## src/rtl/ram2k_word_reader.sv

```systemverilog
// Burst reader that assembles 16-bit words from eight 2-bit reads of a 2048x2 RAM.
// First word is valid 9 cycles after acceptance and is held stable until out_ready.
module ram2k_word_reader #(
  parameter bit LSB_FIRST = 1'b1
) (
  input  logic        clk,
  input  logic        rst,
  input  logic        req_valid,
  output logic        req_ready,
  input  logic [7:0]  req_addr,
  input  logic [7:0]  req_len,
  output logic [10:0] ram_raddr,
  output logic        ram_re,
  output logic        ram_rclke,
  input  logic [1:0]  ram_rdata,
  output logic        out_valid,
  input  logic        out_ready,
  output logic [15:0] out_data,
  output logic        out_last,
  output logic        busy
);

  typedef enum logic [1:0] {
    IDLE  = 2'd0,
    FETCH = 2'd1,
    HOLD  = 2'd2
  } state_t;

  state_t      state;
  logic [7:0]  word;
  logic [7:0]  remain;
  logic [2:0]  iss_k;
  logic [2:0]  cap_k;
  logic        rd_pend;
  logic [2:0]  slot;

  assign req_ready = (state == IDLE);
  assign busy      = !req_ready;
  assign ram_rclke = ram_re;
  assign out_last  = out_valid && (remain == 8'd0);
  assign slot      = LSB_FIRST ? cap_k : (3'd7 - cap_k);

  always_ff @(posedge clk) begin
    if (rst) begin
      state     <= IDLE;
      word      <= 8'd0;
      remain    <= 8'd0;
      iss_k     <= 3'd0;
      cap_k     <= 3'd0;
      rd_pend   <= 1'b0;
      ram_re    <= 1'b0;
      ram_raddr <= 11'd0;
      out_data  <= 16'd0;
      out_valid <= 1'b0;
    end else begin
      // RAM data arrives one cycle after the edge that sampled ram_re.
      rd_pend <= ram_re;
      if (rd_pend) begin
        out_data[{slot, 1'b0} +: 2] <= ram_rdata;
        cap_k <= cap_k + 3'd1;
      end

      case (state)
        IDLE: begin
          if (req_valid) begin
            word      <= req_addr;
            remain    <= req_len;
            ram_re    <= 1'b1;
            ram_raddr <= {req_addr, 3'd0};
            iss_k     <= 3'd0;
            cap_k     <= 3'd0;
            state     <= FETCH;
          end
        end

        FETCH: begin
          if (ram_re) begin
            if (iss_k == 3'd7) begin
              ram_re <= 1'b0;
            end else begin
              iss_k     <= iss_k + 3'd1;
              ram_raddr <= {word, iss_k + 3'd1};
            end
          end
          if (rd_pend && (cap_k == 3'd7)) begin
            out_valid <= 1'b1;
            state     <= HOLD;
          end
        end

        HOLD: begin
          if (out_ready) begin
            out_valid <= 1'b0;
            if (remain == 8'd0) begin
              state <= IDLE;
            end else begin
              // Next word's fetch starts on the handshake edge itself.
              remain    <= remain - 8'd1;
              word      <= word + 8'd1;
              ram_re    <= 1'b1;
              ram_raddr <= {word + 8'd1, 3'd0};
              iss_k     <= 3'd0;
              cap_k     <= 3'd0;
              state     <= FETCH;
            end
          end
        end

        default: begin
          state <= IDLE;
        end
      endcase
    end
  end

endmodule
```

## config.mk

```make
export PLATFORM = sky130hd
export DESIGN_NAME = ram2k_word_reader
export DESIGN_NICKNAME = d
export VERILOG_FILES = /design/src/rtl/ram2k_word_reader.sv
export SDC_FILE = /design/constraint.sdc
export NUM_CORES = 1
export LEC_CHECK = 0
export ABC_AREA = 0
export ABC_CLOCK_PERIOD_IN_PS = 3100
export BUFFER_PORTS_ARGS = -buffer_cell sky130_fd_sc_hd__clkbuf_2
export CELL_PAD_IN_SITES_DETAIL_PLACEMENT = 0
export CELL_PAD_IN_SITES_GLOBAL_PLACEMENT = 1
export CORE_MARGIN = 10
export CORE_UTILIZATION = 35
export CTS_CLUSTER_SIZE = 30
export DETAILED_ROUTE_END_ITERATION = 8
export PLACE_DENSITY = 0.79
export SYNTH_ARGS = -nofsm -noshare
export SYNTH_HDL_FRONTEND = slang
export SYNTH_SLANG_ARGS = --single-unit
```

## constraint.sdc

```tcl
create_clock -name clk -period 3.1 [get_ports clk]
set_input_delay 0.62 -clock clk [delete_from_list [all_inputs] [get_ports clk]]
set_output_delay 0.62 -clock clk [all_outputs]
set_load 0.01 [all_outputs]
```

**Word level (Yosys, flattened, before mapping)**

Cells that the tools add are included.

- Add/sub/neg operators: 5
- Equality and inequality tests: 10
- Shift operators: 2
- Multiplexer cells: 40
- Reduce and logical (&&, ||, !) cells: 13

Operator list:

| cell | count |
|---|---|
| 2-to-1 mux 11 bit | 5 |
| 2-to-1 mux 8 bit | 6 |
| case mux 11 bit (3 select lines) | 1 |
| case mux 8 bit (2 select lines) | 2 |
| 2-to-1 mux 3 bit | 9 |
| bitwise mux 16 bit | 1 |
| variable shift 2 x 6 -> 16 bit (first input constant) | 1 |
| variable part select 2 x 6 -> 16 bit | 1 |
| inequality test 2 bit (second input constant) | 6 |
| case mux 3 bit (3 select lines) | 1 |
| adder 8 x 1 -> 8 bit (second input constant) | 1 |
| logical NOT 8 bit | 1 |
| 2-to-1 mux 1 bit | 8 |
| AND reduction 4 bit | 2 |
| subtractor 8 x 1 -> 8 bit (second input constant) | 1 |
| adder 3 x 1 -> 3 bit (second input constant) | 2 |
| equality test 3 bit (second input constant) | 2 |
| 2-to-1 mux 2 bit | 3 |
| negator 4 -> 6 bit | 1 |
| case mux 2 bit (3 select lines) | 1 |
| case mux 3 bit (2 select lines) | 1 |
| AND reduction 3 bit | 2 |
| AND reduction 6 bit | 1 |
| nonzero test 2 bit | 2 |
| 8 further kinds | 9 |

- Flip-flop bits (word level): 54
- Input port bits: 22
- Output and inout bits: 33

**Logic depth before layout (Yosys ltp)**

Gate-level depths: netlist of run 1.

- Depth after elaboration: 5
- Gate-level depth with buffers: 10

**Worst setup path after synthesis of run 1**

Ideal clock, no wire load.

- Path kind: register -> register
- Start: register remain[0]
- End: register ram_raddr[0]
- Setup time: 0.070 ns
- Arrival time: 2.190 ns
- Data required time: 3.030 ns
- Slack: 0.840 ns
- Cell stages (with the launch flop): 10
- Path through: dfxtp_1 inv_1 ha_1 nor4b_2 and3_1 buf_6 or4b_4 buf_6 or4_1 a21oi_1

- Longest elaborated chain between the ends: 3

RTL lines:

| item | line | source |
|---|---|---|
| from (decl) | 31 | `logic [7:0] remain;` |
| from (signal assigned) | 67 | `remain <= req_len;` |
| from (signal assigned) | 98 | `remain <= remain - 8'd1;` |
| logical NOT 8 bit | 94 | `if (remain == 8'd0) begin` |
| inequality test 2 bit (no source line) | n/a |  |
| AND reduction 6 bit (no source line) | n/a |  |
| to (signal assigned) | 69 | `ram_raddr <= {req_addr, 3'd0};` |
| to (signal assigned) | 82 | `ram_raddr <= {word, iss_k + 3'd1};` |
| to (signal assigned) | 101 | `ram_raddr <= {word + 8'd1, 3'd0};` |
| to (decl) | 12 | `output logic [10:0] ram_raddr,` |

No other way between the ends.
A chain may end at the register's enable or synchronous reset.

**Worst setup path after layout of run 1**

- Start: register cap_k[0]
- End: register out_data[14]

- Longest elaborated chain between the ends: 3
- Elaborated cells between the ends (all ways): 4

RTL lines:

| item | line | source |
|---|---|---|
| from (decl) | 33 | `logic [2:0] cap_k;` |
| from (signal assigned) | 60 | `cap_k <= cap_k + 3'd1;` |
| negator 4 -> 6 bit * | 59 | `out_data[{slot, 1'b0} +: 2] <= ram_rdata;` |
| variable part select 2 x 6 -> 16 bit / variable shift 2 x 6 -> 16 bit (equally long branches) | 59 |  |
| bitwise mux 16 bit * | 59 |  |
| to (signal, indexed assignment) | 59 |  |
| to (decl) | 18 | `output logic [15:0] out_data,` |

Mark *: on every way between the ends. The rest lies on a longest branch, timed or not.

==> summary by stage, run 1 <==
Clock tree
The post-cts gate resize count is 0. Clock tree synthesis selected as its root buffer the cell clkbuf_8. No sink is reached through more buffers than the 2 on the longest clock path. In this run the post-CTS setup repair buffer count came out at 0.

The number of clock buffers added by TritonCTS is 5. The total of hold buffers inserted after clock tree synthesis is 0. CTS built an H-tree with a depth of 2. The TritonCTS clock tree is built. The number of clock sinks seen by CTS is 54.

The clock insertion delay at the later pin of the skew report is 0.31 ns. The clock input transition at the sequential cells of the worst setup and hold paths is 0.11 ns.

Yosys
Summing the sequential cell areas from Yosys gives 37.1% of the chip area. The synthesized netlist net count is 385. The compound-cell area share of the yosys netlist is 20.1%.

The post-synthesis xor/xnor area fraction is 0.301%. The average size of a mapped cell is 8.37 µm². The number of distinct standard cells referenced by the synthesized netlist is 51. The number of synthesized flops with an enable pin is 0. The area fraction in and, or, nand and nor cells after synthesis is 21.8%. For this run, the number of Yosys warnings is 0. The number of instances in the synthesized netlist is 348.

For this run, asynchronously set or reset flops after synthesis account for 0%. The synthesized design contains 54 register bits. The arithmetic-cell share of the synthesized area counting full adders, half adders and majority gates is 6.44%.

The portion of synthesized area spent on multiplexers is 7.21%. The cell area after synthesis is 2910 µm². After synthesis, the largest family of logic cells by area is simple AND/OR/NAND/NOR gates. In the synthesized netlist the dominant register cell turns out to be dfxtp_1.

Layout
The fraction of layout instances using a drive strength above 1 is 19.8%. The number of nets in the layout is 430. Compared with the post-synthesis result, the final layout area differs by 14.8%.

After routing the design area is 3340 µm². The diode insertion count for antenna repair is 0.

Die
The starting utilization of the core area is 35.6%. The width of the die is 111 µm. The floorplan step set the die height to 111 µm. For this design the top-level I/O count stands at 55. The total area inside the core boundary comes to 8180 µm². The initialized floorplan defines 33 standard-cell rows. The die covers 12,400 µm².

Worst setup path
The maximum fanout count along the critical path is 9. The cell family contributing the most delay on the critical path is simple AND/OR/NAND/NOR gates. The kind of end point of the critical path is a register.

The arrival time at the worst endpoint is 2.62 ns. The buffers plus inverters on the worst setup path is 1. The most numerous cell type found on the critical path is ha_1.

Traced cell by cell, the critical path runs through inv_1 -> ha_1 -> ha_1 -> nor2b_1 -> nor4b_1 -> mux2i_1 -> nor2_1. The category of the critical setup timing path is reg2reg. The stage delay of the slowest cell on the critical path is 0.57 ns. The slowest stage of the critical path is the nor4b_1 cell. The startpoint kind of the worst setup timing path is a register.

For the worst setup path, the data required time is 3.28 ns.

GRT
The number of global-route vias before repair was 2,641. The initial antenna violation count came to 0. Entering global routing, the biggest net connects 56 pins.

Global routing consumed, over all layers together, 11.8% of the routing resources. The total overflow left after global routing is 0. The global-route wire length before repair is 12,800 µm.

Route
The first-pass iteration count of the detailed router is 4. The starting DRC count in detailed routing is 140. Detailed routing inserted a total of 2,684 vias.

The count of nets left with antenna violations once routing finished came out at 0. The routed via count divided by cell count is 5.38. The average wire per cell in the routed design is 15.3 µm. The post-detailed-routing wire length is 7610 µm. After detailed routing, the number of remaining DRC violations is 0.

STA
For this run, the top clock speed supported by timing is 409 MHz. The hold violation total from the final report was 0. The number of max-slew violations in the final report was 0. The summed negative setup slack over all endpoints is 0 ns. The final critical-path required period is 2.45 ns.

For the pin with the worst max-slew slack, the measured transition is 0.635 ns. The final worst-path cycle share is 78.9%. Clock skew on the completed layout was measured at 0.0118 ns.

Setup repair after global routing left no endpoint under its margin. Setup violations remaining at the end of the flow were counted as 0. The worst slew slack as a fraction of its limit is 57.1%.

Placement
The port buffer count is 54. The post-place instance area is 3230 µm². The HPWL after detailed placement is 5460 µm. The routability congestion estimate from global placement is 0.788.

Pwr
The leakage power is 1.40 nW. VDD sags by at most 278 µV. In this run the power density over the cells is 865 nW/µm².

Run
The max-capacitance violation count is 0.

Worst hold path
The worst hold-check path type is reg2reg.

Run status
The flow ran to the end, and the final reports show no timing, DRC or antenna violations.
## state kept, by name, summed over array words and instances, names as in the netlist
register and count:
out_data 16, ram_raddr 11, remain 8, word 8, cap_k 3, iss_k 3
state 2, out_valid 1, ram_rclke 1, rd_pend 1
## Yosys cell counts (all sizes together) (2+ instances only)
cell | count | share of area, %
dfxtp | 54 | 37
nor2 | 35 | 4.5
nand2 | 34 | 4.4
a21oi | 33 | 5.7
mux2i | 21 | 7.2
o21ai | 19 | 3.3
clkbuf | 18 | 3.0
inv | 16 | 2.1
ha | 15 | 6.4
nor3 | 9 | 1.7
nand3 | 8 | 1.4
o211ai | 7 | 1.8
buf | 6 | 2.0
o2bb2ai | 6 | 1.8
nand2b | 5 | 1.1
and2 | 4 | 0.86
nor2b | 4 | 0.86
nor4b | 4 | 1.4
o311ai | 4 | 1.2
or3 | 4 | 0.90
or4 | 4 | 1.1
a31oi | 3 | 0.64
and3 | 3 | 0.69
nand4 | 3 | 0.64
o221ai | 3 | 0.90
o31ai | 3 | 0.77
a211oi | 2 | 0.52
a221o | 2 | 0.73
a221oi | 2 | 0.60
nand3b | 2 | 0.52
nand4b | 2 | 0.60
nor4 | 2 | 0.43
o32ai | 2 | 0.60
## path summary, 6_finish.rpt
| check | to | slack [ns] | depth (start not counted) | from |
|---|---|---|---|---|
| hold / removal | ram_raddr[0] | 0.46 | 2 | ram_raddr[0] |
| setup / recovery | out_data[14] | 0.65 | 7 | cap_k[0] |
| hold reg to reg | ram_raddr[0] | 0.46 | 2 | ram_raddr[0] |
| setup reg to reg | out_data[14] | 0.65 | 7 | cap_k[0] |
## layer usage
| metal | global-route usage, % | vias up | routed length (µm) |
|---|---|---|---|
| li1 | - | 1345 | - |
| met1 | 15.3 | 1282 | 3750 |
| met2 | 18.5 | 53 | 3420 |
| met3 | 3.68 | 4 | 378 |
| met4 | 2.74 | 0 | 55 |
| met5 | 0 | - | 0 |
## layout by cell type, fill, tap and decap left out, types with 4 or more instances in the layout
cell type  instances
dfxtp_1           54
inv_1             16
o21ai_0           19
o211ai_1           7
nor2_1            35
mux2i_1           21
and2_1             4
a21oi_1           33
nor2b_1            4
nor3_1             8
nand3_1            8
nand2b_1           5
clkbuf_2          54
o311ai_0           4
buf_4              8
o2bb2ai_1          6
nand2_1           34
clkbuf_8           5
ha_1              15
## area by class of cell
cell class                      count  area (µm²)
Tap cell                          105         131
Timing Repair Buffer               62         330
Sequential cell                    54        1080
Clock buffer                        5        68.8
Multi-Input combinational cell    254        1630
Inverter                           16        60.1
Fill cell                         831        4830
Clock inverter                      3        45.0
## logic make-up (layout without fill, tap and decap cells)
| logic type | after synthesis | in the layout |
|---|---|---|
| simple gates | 125 | 125 |
| compound gates | 92 | 92 |
| flops | 54 | 54 |
| buf+inv | 40 | 86 |
| mux | 21 | 21 |
| fa+ha+maj | 15 | 15 |
| xor+xnor | 1 | 1 |
## where the power goes
group	total, mW	switching [mW]	internal, mW	leakage, nW
Clock	0.495	0.254	0.241	0.0504
Sequential	1.03	0.165	0.860	0.441
Combinational	1.37	0.842	0.531	0.912
## tightest hold or removal path: stages (launching register included)
cell and delay, ns:
dfxtp_1 0.32, nand2_1 0.05, a21oi_1 0.05
## metrics by stage
step / hold slack [ns] / util (%) / total power [mW] / worst slack, ns / instances
final: 0.457 / 40.9 / 2.89 / 0.655 / 499
after global routing: 0.469 / 40.9 / 3.12 / 0.474 / 499
after CTS: 0.458 / 40.9 / 2.91 / 0.642 / 499
after detailed placement: 0.444 / 39.5 / 2.41 / 0.676 / 491
after global placement: 0.438 / 39.5 / 2.40 / 0.806 / 491
after floorplan: 0.436 / - / 2.04 / 0.840 / 348
(Power assumes the default switching activity.)
==> inputs of run 2 (changes only) <==
ABC_AREA = 1   (was 0)
ABC_CLOCK_PERIOD_IN_PS = 2200   (was 3100)
PLACE_DENSITY = 0.84   (was 0.79)
clock period = 2.2 ns   (was 3.1 ns; I/O delays follow)
==> summary by stage, run 2 <==
Run status
Outcome: finished, final reports clean (unchanged).

Worst setup path
The kind of end point of the critical path was an output pin (was register). The arrival time at the worst endpoint is 1.57 ns (was 2.62 ns). Crit-path cells: inv_1 -> ha_1 -> nand2_2 -> nor3_1 -> clkbuf_2 (was inv_1 -> ha_1 -> ha_1 -> nor2b_1 -> nor4b_1 -> mux2i_1 -> nor2_1). The cell with the largest stage delay on the worst path is dfxtp_1 (was nor4b_1).

The maximum fanout count along the critical path is 6 (was 9). The startpoint kind of the worst setup timing path is a register (unchanged). The category of the critical setup timing path is reg2out (was reg2reg).

The stage delay of the slowest cell on the critical path is 0.32 ns (was 0.57 ns). The required time at the worst-slack endpoint is 1.76 ns (was 3.28 ns). The flop-to-flop setup slack is 0.29 ns (was 0.65 ns).

Route
The via count came to 2,948 (was 2,684). The number of nets with antenna violations after detailed routing is 0 (unchanged). The number of remaining DRC errors is 0 (unchanged).

The average wire per cell in the routed design is 12.4 µm (was 15.3 µm). The routed via count divided by cell count was 4.82 (was 5.38). The starting DRC count in detailed routing is 107 (was 140). The post-detailed-routing wire length is 7600 µm (was 7610 µm). The first-pass iteration count of the detailed router is 4 (unchanged).

Yosys
The number of instances in the synthesized netlist is 454 (was 348). The leading register cell type out of synthesis is dfxtp_1 (unchanged). The average size of a mapped cell is 6.69 µm² (was 8.37 µm²). Commonest cells in the netlist: nand2_1 (104), inv_1 (61), dfxtp_1 (54) (was dfxtp_1 (54), nor2_1 (35), nand2_1 (34)). The share of async-settable or async-resettable flops after synthesis is 0% (unchanged). The synthesized netlist net count came to 491 (was 385). The dominant cell type by area after synthesis is dfxtp_1 (unchanged). The number of distinct standard cells referenced by the synthesized netlist is 30 (was 51). The sequential area share after synthesis came to 35.6% (was 37.1%). The number of synthesized flops with an enable pin came to 0 (unchanged).

The cell area after synthesis is 3040 µm² (was 2910 µm²). The area fraction of the dominant cell type after synthesis is 35.6% (was 37.1%). Cell types occupying the most area after synthesis: dfxtp_1 (36%), nand2_1 (13%), a21oi_1 (7.7%) (was dfxtp_1 (37%), mux2i_1 (7.2%), ha_1 (6.4%)). The number of warnings reported in the yosys synthesis log is 0 (unchanged). The library cell with the highest instance count after synthesis is nand2_1 (was dfxtp_1). The register bit count reported by yosys is 54 (unchanged).

Clock tree
The post-CTS setup-driven buffer insertion count is 0 (unchanged). The clock buffer count from CTS came to 5 (unchanged). The root buffer selected by CTS is clkbuf_8 (unchanged). The clock insertion delay at the later pin of the skew report is 0.31 ns (about the same). The total of hold buffers inserted after clock tree synthesis came to 0 (unchanged). The number of clock sinks seen by CTS came to 54 (unchanged).

The deepest level of the CTS H-tree is 2 (unchanged). The maximum count of clock buffers along a single path is 2 (unchanged). The post-cts gate resize count is 0 (unchanged). The TritonCTS clock tree is built (unchanged).

The clock input transition at the sequential cells of the worst setup and hold paths is 0.10 ns (was 0.11 ns).

Layout
The diode insertion count for antenna repair is 0 (unchanged). The number of fill cells is 879 (was 831). The largest register by flop count is out_data (unchanged). The final design instance area without fill is 3500 µm² (was 3340 µm²). The number of non-filler instances in the completed layout was 612 (was 499).

Biggest registers after layout: out_data x16, ram_raddr x11 (unchanged). The library cell used most frequently in the layout, excluding fill and tap cells, is nand2_1. The fraction of layout instances using a drive strength above 1 is 17.2% (was 19.8%). The area added between synthesis and finish came to 15.4% (was 14.8%). The flip-flop count of the largest register, all copies and words added came to 16 (unchanged). Highest-count cells in the layout ignoring fill and taps: nand2_1 (104), inv_1 (61), clkbuf_2 (54) (was dfxtp_1 (54), clkbuf_2 (54), nor2_1 (35)).

The number of nets in the layout is 543 (was 430).

Die
The placeable core area is 8340 µm² (was 8180 µm²). The die outline height came to 113 µm (was 111 µm). The total die area came to 12,800 µm² (was 12,400 µm²). The site row count came to 33 (unchanged). The I/O pin total is 55 (unchanged). The width of the die is 113 µm (was 111 µm). The starting utilization of the core area was 36.4% (was 35.6%).

STA
The top achievable clock speed is 498 MHz. The hold violation total from the final report is 0 (unchanged). The summed negative setup slack over all endpoints came to 0 ns (unchanged).

Setup repair after global routing missed its margin: false (unchanged). The final number of setup-violating endpoints is 0 (unchanged). The number of max-slew violations in the final report was 0 (unchanged). The worst slew slack as a fraction of its limit is 69.6% (was 57.1%).

The post-route worst hold slack came to 0.412 ns (was 0.457 ns). The setup slack after layout is 0.191 ns (was 0.655 ns). The final critical-path required period is 2.01 ns. In the finished design, the share of the clock period the worst path needs comes to 91.3%. The measured slew at the worst slew-check pin came to 0.456 ns (was 0.635 ns). The clock skew was 0.00637 ns (was 0.0118 ns).

Placement
The HPWL after detailed placement was 5770 µm (was 5460 µm). The total instance count after detailed placement is 604 (was 491). The pre-CTS setup slack is 0.202 ns (was 0.676 ns). The routability congestion estimate from global placement is 0.875 (was 0.788). The port buffer count is 54 (unchanged). The post-place instance area is 3400 µm² (was 3230 µm²).

Run
The max-capacitance violation count is 0 (unchanged).

GRT
The largest net degree at the start of global routing came to 22 (was 56). The initial antenna violation count is 0 (unchanged). The global-route wire length before repair is 12,800 µm (about the same).

The number of global-route vias before repair is 2,747 (was 2,641). The total grt overflow is 0 (unchanged). The global routing usage summed across all routing layers came to 11.6% (was 11.8%).

Pwr
The maximum resistive drop on vdd is 379 µV (was 278 µV). The leakage power is 1.71 nW (was 1.40 nW). The power per cell area is 1280 nW/µm² (was 865 nW/µm²).

Worst hold path
The worst hold-check path type is in2reg (was reg2reg).
## run 2: per-layer routing
layer	GRT usage, %	up-vias	part of all wire [%]
met4	2.62	0	0.95
li1	-	1563	-
met1	14.7	1294	49
met3	3.06	8	6.5
met5	0	-	0
met2	19.2	83	44
## run 2: power breakdown
part	total, mW	internal [mW]	switching, mW	leakage, nW
clock network	0.608	0.254	0.354	0.0472
logic	2.44	0.853	1.59	1.22
registers	1.44	1.22	0.217	0.442
total	4.49	2.33	2.16	1.71
## run 2: kinds of logic (layout without fill, tap and decap cells)
family / Yosys count / count (layout) / share of synthesized area, %
AO/OA/AOI/OAI: 104 / 104 / 17.8
flip-flops: 54 / 54 / 35.6
buffers and inverters: 81 / 134 / 11.5
AND/OR/NAND/NOR: 200 / 200 / 28.9
adder cells (fa/ha/maj): 15 / 15 / 6.18
## run 2: worst max-delay path, delay by kind of cell (launching register included)
family	cells	cell delay [ns]
adder cells (fa/ha/maj)	1	0.28
buffers and inverters	2	0.28
flip-flops	1	0.32
AND/OR/NAND/NOR	2	0.38
## run 2: final cells by class
class	instances	area (µm²)	area share (%)
clock buffers	6	82.6	2.36
inverters	64	240	6.85
well taps	105	131	3.75
repair buffers	62	343	9.78
clock inverters	2	12.5	0.357
flip-flops and latches	54	1080	30.9
multi-input cells	319	1610	46.0
## run 2: through the flow
stage,utilization [%],power (mW)
final,42.0,4.49
after global routing,42.0,4.96
after CTS,41.9,4.53
after detailed placement,40.8,3.91
after global placement,40.8,3.87
after floorplan,-,3.36
## run 2: path summary, 6_finish.rpt
path	start	depth (start not counted)	end
worst max-delay path	remain[0]	5	out_last
worst min-delay path	ram_rdata[0]	3	out_data[8]
worst max register to register	cap_k[0]	8	out_data[7]
worst min register to register	out_data[14]	2	out_data[14]
==> inputs of run 3 (changes only) <==
ABC_CLOCK_PERIOD_IN_PS = 2050   (was 2200)
CORE_MARGIN = not set   (was 10)
PLACE_DENSITY = 0.81   (was 0.84)
clock period = 2.05 ns   (was 2.2 ns; I/O delays follow)
==> summary by stage, run 3 (synthesis gave the netlist of run 2 again) <==
Die
The die outline height came to 95.2 µm (was 113 µm). The I/O pin total is 55 (unchanged). The starting utilization of the core area is 36.6% (was 36.4%). The total die area came to 9060 µm² (was 12,800 µm²).

The placeable core area is 8300 µm² (was 8340 µm²). The site row count came to 33 (unchanged). The width of the die is 95.2 µm (was 113 µm).

Placement
The routability congestion estimate from global placement is 0.791 (was 0.875). The HPWL after detailed placement is 5640 µm (was 5770 µm). The total instance count after detailed placement is 607 (was 604).

The port buffer count is 54 (unchanged).

Layout
The area added between synthesis and finish came to 15.6% (was 15.4%). The number of nets in the layout is 546 (was 543). The largest register by flop count is out_data (unchanged). The fraction of layout instances using a drive strength above 1 came to 17.5% (was 17.2%). The number of fill cells was 893 (was 879). The number of non-filler instances in the completed layout is 615 (was 612). Biggest registers after layout: out_data x16, ram_raddr x11 (unchanged). The most common cell after layout, fill and taps aside is nand2_1 (unchanged).

The flip-flop count of the largest register, all copies and words added is 16 (unchanged). The diode insertion count for antenna repair is 0 (unchanged). Highest-count cells in the layout ignoring fill and taps: nand2_1 (104), inv_1 (61), dfxtp_1 (54), clkbuf_2 (54), nor2_1 (50) (was nand2_1 (104), inv_1 (61), clkbuf_2 (54)).

Route
The number of remaining DRC errors is 0 (unchanged). The routed via count divided by cell count came to 4.76 (was 4.82). The post-detailed-routing wire length is 7330 µm (was 7600 µm). The first-pass iteration count of the detailed router is 4 (unchanged). The number of nets with antenna violations after detailed routing came to 0 (unchanged). The average wire per cell in the routed design is 11.9 µm (was 12.4 µm). The starting DRC count in detailed routing is 82 (was 107).

The via count is 2,930 (was 2,948).

Worst setup path
The maximum fanout count along the critical path is 6 (unchanged). The kind of end point of the critical path is an output pin (unchanged). The arrival time at the worst endpoint is 1.46 ns (was 1.57 ns). The category of the critical setup timing path was reg2out (unchanged). The startpoint kind of the worst setup timing path is a register (unchanged). The cell with the largest stage delay on the worst path is dfxtp_1 (unchanged).

Crit-path cells: inv_1 -> ha_2 -> nand2_2 -> nor3_1 -> clkbuf_2 (was inv_1 -> ha_1 -> nand2_2 -> nor3_1 -> clkbuf_2). The required time at the worst-slack endpoint is 1.64 ns (was 1.76 ns). The stage delay of the slowest cell on the critical path is 0.32 ns (about the same).

GRT
The number of global-route vias before repair was 2,628 (was 2,747). The largest net degree at the start of global routing is 21 (was 22). The total grt overflow was 0 (unchanged).

The global routing usage summed across all routing layers is 17.0% (was 11.6%). The global-route wire length before repair is 12,200 µm (was 12,800 µm). The initial antenna violation count is 0 (unchanged).

Clock tree
The clock insertion delay at the later pin of the skew report is 0.31 ns (about the same). The root buffer selected by CTS is clkbuf_8 (unchanged). The maximum count of clock buffers along a single path is 2 (unchanged). The deepest level of the CTS H-tree is 2 (unchanged). The TritonCTS clock tree is built (unchanged). The number of clock sinks seen by CTS came to 54 (unchanged). The clock buffer count from CTS is 5 (unchanged). The clock input transition at the sequential cells of the worst setup and hold paths is 0.11 ns (was 0.10 ns).

Pwr
The share of power burned in combinational logic came to 54.1% (was 54.4%). The part of the power in the clock network is 13.4% (was 13.6%). The switching power is 2.27 mW (was 2.16 mW). The power per cell area was 1360 nW/µm² (was 1280 nW/µm²). The internal power is 2.49 mW (was 2.33 mW). The switching fraction of total power is 47.7% (was 48.1%). The maximum resistive drop on vdd is 451 µV (was 379 µV).

The leakage power came to 1.72 nW (was 1.71 nW). The power share of the sequential group came to 32.5% (was 32.1%).

STA
The clock skew is 0.0116 ns (was 0.00637 ns). The final number of setup-violating endpoints is 0 (unchanged). The number of max-slew violations in the final report was 0 (unchanged). The hold violation total from the final report was 0 (unchanged). The measured slew at the worst slew-check pin is 0.465 ns (was 0.456 ns).

The final critical-path required period is 1.87 ns. Setup repair after global routing missed its margin: false (unchanged). The worst slew slack as a fraction of its limit was 68.7% (was 69.6%). The summed negative setup slack over all endpoints is 0 ns (unchanged).

The top achievable clock speed is 536 MHz. After layout, the worst path uses 91.0% of the clock period.

Run status
Outcome: finished, final reports clean (unchanged).

Worst hold path
The worst hold-check path type is in2reg (unchanged).

Run
The max-capacitance violation count came to 0 (unchanged).
run 3: cell types whose count changed in the layout (fill, tap and decap cells not counted), sizes merged:
cell	previous run	this run
buf	8	11
run 3: final timing paths:
path                       end  slack (ns)  depth (start not counted)    startpoint
setup / recovery      out_last        0.18                          5     remain[0]
hold / removal     out_data[9]        0.40                          3  ram_rdata[1]
setup reg to reg     remain[1]        0.23                          9      state[0]
hold reg to reg   out_data[14]        0.45                          2  out_data[14]
run 3: metal layers:
layer / vias up / part of all wire, % / track usage (%) / wire length, µm
met5: - / 0 / 0 / 0
met1: 1310 / 49 / 22.0 / 3630
met4: 0 / 0.70 / 4.92 / 51
li1: 1570 / - / - / -
met3: 4 / 4.2 / 3.27 / 307
met2: 46 / 46 / 28.5 / 3340
run 3: critical path, delay by kind of cell, from the launching register on:
kind	cells	cell delay, ns
DFF	1	0.32
adders and majority gates	1	0.25
buffers and inverters	2	0.27
and+or+nand+nor	2	0.32
run 3: timing repair:
action                                  in CTS  in global routing
hold buffers                                 0                  0
endpoints found under the setup margin       0                  1
setup buffers                                0                  0
gates resized for setup                      0                  1
run 3: power by group through the flow:
stage	Clock (mW)	Combinational (mW)	Sequential, mW
2_1_floorplan	0	2.05	1.56
3_3_place_gp	0	2.55	1.57
3_5_place_dp	0	2.58	1.57
4_1_cts	0.665	2.60	1.55
5_1_grt	0.702	2.96	1.59
6_report	0.636	2.57	1.55
run 3: per-stage QoR:
| step | area (µm²) | hold slack (ns) | util, % | setup WS (ns) | total power, mW |
|---|---|---|---|---|---|
| 6_report | 3510 | 0.403 | 42.3 | 0.184 | 4.76 |
| 5_1_grt | 3510 | 0.413 | 42.3 | 0.0407 | 5.25 |
| 4_1_cts | 3510 | 0.397 | 42.3 | 0.0655 | 4.81 |
| 3_5_place_dp | 3410 | 0.436 | 41.1 | 0.245 | 4.15 |
| 3_3_place_gp | 3410 | 0.433 | 41.1 | 0.302 | 4.11 |
| 2_1_floorplan | 3040 | 0.447 | - | 0.266 | 3.61 |
run 3: final cells by class:
class / instances / area (µm²) / area share [%]
clock inverter: 2 / 12.5 / 0.356
inverter: 64 / 240 / 6.84
multi-input combinational: 319 / 1610 / 45.9
sequential: 54 / 1080 / 30.8
timing repair buffer: 65 / 353 / 10.0
clock buffer: 6 / 82.6 / 2.35
tap: 105 / 131 / 3.74
